**src/rtl/seq_alu_exec.sv**
```systemverilog
// seq_alu_exec: EX-stage execution unit driven by the {funct7[5],funct3} ALU field.
// Single-cycle logic/arithmetic ops; shifts iterate one bit per cycle.
// Valid/ready handshakes on both sides let the pipeline stall around long shifts.
module seq_alu_exec #(
    parameter int XLEN = 32,
    localparam int SHW = $clog2(XLEN)
) (
    input  logic            clk,
    input  logic            rst_n,
    input  logic            in_valid,
    output logic            in_ready,
    input  logic [3:0]      field,
    input  logic [XLEN-1:0] op_a,
    input  logic [XLEN-1:0] op_b,
    output logic            out_valid,
    input  logic            out_ready,
    output logic [XLEN-1:0] result,
    output logic            zero
);

    typedef enum logic [1:0] {
        IDLE,
        SHIFT,
        DONE
    } state_t;

    state_t          state;
    logic [SHW-1:0]  count;
    logic            shift_right;
    logic            shift_arith;

    logic [SHW-1:0]  shamt;
    logic            is_shift;
    logic [XLEN-1:0] alu_value;
    logic [XLEN-1:0] shift_step;

    // funct3 001 (SLL) and 101 (SRL/SRA) are the only iterative ops
    assign shamt    = op_b[SHW-1:0];
    assign is_shift = (field[1:0] == 2'b01);
    assign in_ready = (state == IDLE);
    assign zero     = (result == '0);

    // Single-cycle result for the op currently presented at the input
    always_comb begin
        alu_value = '0;
        case (field[2:0])
            3'b000:  alu_value = field[3] ? (op_a - op_b) : (op_a + op_b);
            3'b001:  alu_value = op_a;
            3'b010:  alu_value = {{(XLEN-1){1'b0}}, ($signed(op_a) < $signed(op_b))};
            3'b011:  alu_value = {{(XLEN-1){1'b0}}, (op_a < op_b)};
            3'b100:  alu_value = op_a ^ op_b;
            3'b101:  alu_value = op_a;
            3'b110:  alu_value = op_a | op_b;
            default: alu_value = op_a & op_b;
        endcase
    end

    // One-bit shift of the working value in the direction latched at accept time
    always_comb begin
        shift_step = result;
        if (!shift_right) begin
            shift_step = {result[XLEN-2:0], 1'b0};
        end else if (shift_arith) begin
            shift_step = {result[XLEN-1], result[XLEN-1:1]};
        end else begin
            shift_step = {1'b0, result[XLEN-1:1]};
        end
    end

    // Control FSM with registered result, count and out_valid
    always_ff @(posedge clk or negedge rst_n) begin
        if (!rst_n) begin
            state       <= IDLE;
            out_valid   <= 1'b0;
            result      <= '0;
            count       <= '0;
            shift_right <= 1'b0;
            shift_arith <= 1'b0;
        end else begin
            case (state)
                IDLE: begin
                    if (in_valid) begin
                        shift_right <= field[2];
                        shift_arith <= field[3];
                        if (is_shift && (shamt != '0)) begin
                            result <= op_a;
                            count  <= shamt;
                            state  <= SHIFT;
                        end else begin
                            result    <= alu_value;
                            out_valid <= 1'b1;
                            state     <= DONE;
                        end
                    end
                end
                SHIFT: begin
                    result <= shift_step;
                    count  <= count - 1'b1;
                    if (count == SHW'(1)) begin
                        out_valid <= 1'b1;
                        state     <= DONE;
                    end
                end
                DONE: begin
                    if (out_ready) begin
                        out_valid <= 1'b0;
                        state     <= IDLE;
                    end
                end
                default: begin
                    out_valid <= 1'b0;
                    state     <= IDLE;
                end
            endcase
        end
    end

endmodule

```
**config.mk**
```make
export PLATFORM = sky130hd
export DESIGN_NAME = seq_alu_exec
export DESIGN_NICKNAME = d
export VERILOG_FILES = /design/src/rtl/seq_alu_exec.sv
export SDC_FILE = /design/constraint.sdc
export NUM_CORES = 1
export LEC_CHECK = 0
export ABC_AREA = 1
export BUFFER_PORTS_ARGS = -buffer_cell sky130_fd_sc_hd__buf_4
export CAP_MARGIN = 20
export CORE_UTILIZATION = 45
export CTS_CLUSTER_DIAMETER = 40
export DETAILED_ROUTE_END_ITERATION = 8
export GPL_TIMING_DRIVEN = 0
export SYNTH_ARGS = -nofsm -noshare
export SYNTH_HDL_FRONTEND = slang
export SYNTH_SLANG_ARGS = --single-unit
```
**constraint.sdc**
```tcl
create_clock -name clk -period 2.3 [get_ports clk]
set_input_delay 0.345 -clock clk [delete_from_list [all_inputs] [get_ports clk]]
set_output_delay 0.345 -clock clk [all_outputs]
set_load 0.005 [all_outputs]
```
Word-level counts from Yosys, hierarchy flattened

Cells that the tools add are included.

Output and inout port bits: 35
Bits of input ports: 72
Bits in registers: 42
Logic and storage cells: 64

Mux-type cells: 20
Reduce and logical (&&, ||, !) cells: 13
$add $sub $neg: 3
Bitwise gates (word level): 3
Equal/unequal tests: 16
Order comparisons: 2

Operators with widths:

| operator                                          | number |
|---|---|
| one-hot mux 32 bit (6 select lines)               | 1 |
| two-way mux 32 bit                                | 5 |
| < comparator 32 bit                               | 2 |
| one-hot mux 32 bit (2 select lines)               | 1 |
| adder 32 bit                                      | 1 |
| bitwise AND 32 bit                                | 1 |
| zero test 32 bit                                  | 1 |
| OR 32 bit                                         | 1 |
| subtractor 32 bit                                 | 1 |
| XOR 32 bit                                        | 1 |
| two-way mux 5 bit                                 | 2 |
| one-hot mux 5 bit (2 select lines)                | 1 |
| == test 3 bit (second input constant)             | 3 |
| AND reduction 3 bit                               | 3 |
| two-way mux 2 bit                                 | 4 |
| inequality test 2 bit (second input constant)     | 4 |
| == test 3 x 2 -> 1 bit (second input constant)    | 2 |
| one-hot mux 2 bit (3 select lines)                | 1 |
| == test 5 x 1 -> 1 bit (second input constant)    | 1 |
| nonzero test 5 bit                                | 1 |
| subtractor 5 x 1 -> 5 bit (second input constant) | 1 |
| == test 2 x 1 -> 1 bit (second input constant)    | 2 |
| two-way mux 1 bit                                 | 4 |
| AND reduction 2 bit                               | 2 |
| 11 further kinds                                  | 11 |

Depth between registers and ports, before layout

Depth in word-level cells: 6
Gate-level depth with buffers: 21
Gate-level depth less buffers: 20

Worst setup path before layout

OpenSTA, ideal clock, no wires.

Path kind: input -> register
From: in op_a[0]
To: reg result[4]
Setup time: 117 ps
Stages: 14
Required time: 2183 ps
Arrival time: 1888 ps
Path buffers: 0
Path slack: 295 ps
Cells stage by stage: ha_1 > inv_1 > fa_1 > inv_1 > nand3_1 > nand3_1 > o21ai_0 > or2_2 > nand3_1 > o211ai_1 > o211ai_1 > nand3_1 > nand2_1 > nand2_1

Cells in the longest elaborated chain, start to end: 6
Elaborated cells on any way between the ends: 7
Classes of those cells: add/sub (2); mux (5)

Ends and longest elaborated chain:

| item                                                     | RTL line | RTL |
|---|---|---|
| from (decl)                                              | 13       | `input logic [XLEN-1:0] op_a,` |
| adder 32 bit / subtractor 32 bit (equally long branches) | 47       | `3'b000: alu_value = field[3] ? (op_a - op_b) : (op_a + op_b);` |
| two-way mux 32 bit (*)                                   | 47       |  |
| one-hot mux 32 bit (6 select lines) (*)                  | 46       | `case (field[2:0])` |
| two-way mux 32 bit (*)                                   | 85       | `if (is_shift && (shamt != '0)) begin` |
| two-way mux 32 bit (*)                                   | 82       | `if (in_valid) begin` |
| one-hot mux 32 bit (2 select lines) (*)                  | 80       | `case (state)` |
| to (signal assigned)                                     | 86       | `result <= op_a;` |
| to (signal assigned)                                     | 90       | `result <= alu_value;` |
| to (signal assigned)                                     | 97       | `result <= shift_step;` |
| to (decl)                                                | 17       | `output logic [XLEN-1:0] result,` |

Mark *: on every way between the ends. The rest lies on a longest branch, timed or not. The select of a mux whose other input is x is not followed.
A chain may end at the register's enable or synchronous reset.

Worst setup path after layout

From: in op_a[8]
To: reg result[25]

Same word-level chain as after synthesis.

==> reports/qor.yml <==
detailed_routing:
  wl_per_cell_um: 18.4
  first_iter_violations: 908
  num_vias: 11200
  ant_nets: 0
  drtPass1Iterations: 7
  wirelength_mm: 38.2
  drc: 0
  routed_via_density: 5.39
worst_setup_path:
  crit_fanout: 9
  worst_setup_path_start_kind: "input pin"
  path_class: "input pin to flop"
  r2r_cells: 9
  required_ps: 2480
  cp-end-kind: "flop"
  critPathArrivalTime_ps: 2390
grt:
  grt_pass1_wl_mm: 58.4
  grt_antenna_before_repair: 0
  overflow: 0
  grt_start_max_net_pins: 43
  grt_util_all_layers_pct: 35.9
  grt_pass1_vias: 10400
place:
  place_area_um2: 10400
  hpwl_mm: 31.5
  dp.cells: 2070
  routabilityCongestion: 1.04
  portBuffers: 105
yosys:
  synthCells: 1695
  synth_top_area_share_pct: 23.3
  ys_seq_area_share_pct: 11.4
  ys_types: 48
  ys_seq_elements: 42
  synth.yosys.warnings: 0
  syn_area_um2: 9230
  async_flop_share_pct: 100
  synthTopCellsByArea: "nand2_1, ha_1, inv_1"
  synth_nets: 1867
  avgSynthCellArea_um2: 5.45
  yosysTopAreaCell: "nand2_1"
  synthFlopType: "dfrtp_1"
  synth-edff-count: 0
cts:
  cts_hold_buf: 0
  root_buffer: "clkbuf_16"
  clock_latency_ps: 300
  path_clk_slew_ps: 60
  numCtsBuffers: 5
  clock-sinks: 42
  cts_tree: "yes"
  clock_path_buffers: 2
  cts_max_level: 2
sta:
  setup-violations-final: 0
  whs_ps: 34.5
  slew_headroom_pct: 44.0
  rsz0062_at_grt: "yes"
  worst_slew_pin_slew_ps: 840
  finalCriticalPeriod_ps: 2210
  hold_viol_final: 0
  fmaxAchievable_ghz: 0.453
  min_period_over_period_pct: 96.1
  slew_viol_final: 0
  clock_skew_ps: 8.40
power_and_ir_drop:
  total_leakage_power_uw: 0.00614
  ir_worst_vdd_mv: 0.535
  cellPowerDensity_nw_per_um2: 619
floorplanning:
  ios: 107
  dieWidth_um: 145
  die_y_um: 145
  num_rows: 52
  die_area_um2: 21100
  coreArea_um2: 20200
  initial_utilization_pct: 45.8
cells_and_area:
  area_delta_synth_final_pct: 17.8
  regArea_um2: 1050
  stdcell_count: 2079
  multi_input_area_um2: 6880
  n_fill_cell: 2206
  finalCoreUtilization_pct: 53.9
  final_area_um2: 10900
  nNetsFinal: 1980
  n_antenna_cell: 0
  drive_above_1_share_pct: 16.0
status:
  status: "completed"
job:
  drv_cap: 0
worst_hold_path:
  holdCritPathClass: "input pin to asynchronous set/reset pin"
stage by stage:
stage | setup TNS [ps] | worst slack [ps] | power (µW)
floorplan | 0 | 295 | 4100
global placement | -8270 | -452 | 5710
detailed placement | -8800 | -474 | 5750
CTS | 0 | 1.71 | 6540
global route | -254 | -78.9 | 7300
finish | 0 | 90.5 | 6740
critical path, stage by stage:
cell     delay (ps)
buf_4           140
inv_1            60
ha_1            300
buf_6           140
nor2_1          130
inv_1            80
o21ai_2         190
inv_1            70
nand2_2         100
nand4_1         200
nand3_1         160
nand2_1          60
nand3_1         100
nand3_2         130
nand2_1         100
a21oi_1          60
cell usage in the layout, fill, tap and decap left out, types with 15 or more instances in the layout:
cell type  Yosys  final
a21oi_1      120    110
dfrtp_1       42     42
nand2_1      574    548
o21ai_0       73     65
buf_2         19     18
inv_1        313    306
buf_6          9     15
ha_1          98     90
buf_4         11    112
clkbuf_1      20     20
nand4_1       18     18
nor2_1       116    102
nand2_2        7     32
o22ai_1       20     20
nand3_1      107     94
nor2_2        15     24
layer usage:
metal | wire [µm] | up-vias | GRT usage (%)
li1 | - | 5531 | -
met1 | 16600 | 5088 | 47.5
met2 | 16600 | 489 | 57.4
met3 | 2800 | 103 | 4.18
met4 | 2200 | 0 | 18.7
met5 | 0 | - | 0
cell type report:
class                           instances  share of cell area, %
Clock buffer                            6                   1.28
Timing Repair Buffer                  106                   7.32
Inverter                              321                   11.1
Clock inverter                          2                  0.115
Sequential cell                        42                   9.66
Tap cell                              270                   3.11
Buffer                                 67                   4.21
Multi-Input combinational cell       1265                   63.2
worst paths after layout:
kind	startpoint	to	slack, ps
max in group asynchronous	rst_n	result[28]$_DFFE_PN0P_	1860
max	op_a[8]	result[25]$_DFFE_PN0P_	90
min reg2reg	shift_arith$_DFFE_PN0P_	shift_arith$_DFFE_PN0P_	490
min in group clk	op_b[2]	count[2]$_DFFE_PN0P_	340
max reg2reg	state[1]$_DFFE_PN0P_	result[31]$_DFFE_PN0P_	250
min	rst_n	out_valid$_DFFE_PN0P_	30
synthesized netlist by cell type, types with 4 or more instances:
master,instances
o21ai_0,73
dfrtp_1,42
nand2_2,7
a21boi_1,6
o21ai_1,11
nand3b_1,6
inv_2,6
nand4_1,18
o211ai_1,13
o221ai_1,4
nor2_1,116
a21oi_1,120
a221oi_1,6
nand3_1,107
buf_2,19
or2_2,5
buf_6,9
nor2_2,15
ha_1,98
clkbuf_1,20
inv_1,313
nor3_1,11
a211oi_1,7
nand2_1,574
o22ai_1,20
nor4_1,8
buf_4,11
o21bai_1,12
cell families after synthesis:
logic type	after synthesis	synth area share (%)
buffers and inverters	388	17.7
flip-flops	42	11.4
AO/OA/AOI/OAI	283	17.4
XOR/XNOR	1	0.0949
AND/OR/NAND/NOR	881	39.7
adder cells (fa/ha/maj)	100	13.7
sequential cells by signal (all words and copies together), names as in the netlist:
signal,flops
out_valid,1
shift_right,1
result,32
state,2
count,5
shift_arith,1
what timing repair did:
item / CTS / global route
endpoints found under the setup margin: 14 / 29
hold endpoints to repair: 0 / 0
resized for setup: 11 / 104
pin swaps: 0 / 21
buffers inserted: 0 / 1
report_power, final:
part / switching [µW] / internal (µW) / leakage (µW)
Combinational: 2800 / 1690 / 0.00556
Sequential: 394 / 1100 / 0.000505
Clock: 321 / 431 / 0.0000729
Total: 3520 / 3220 / 0.00614
Power figures use the tool's default switching activity.
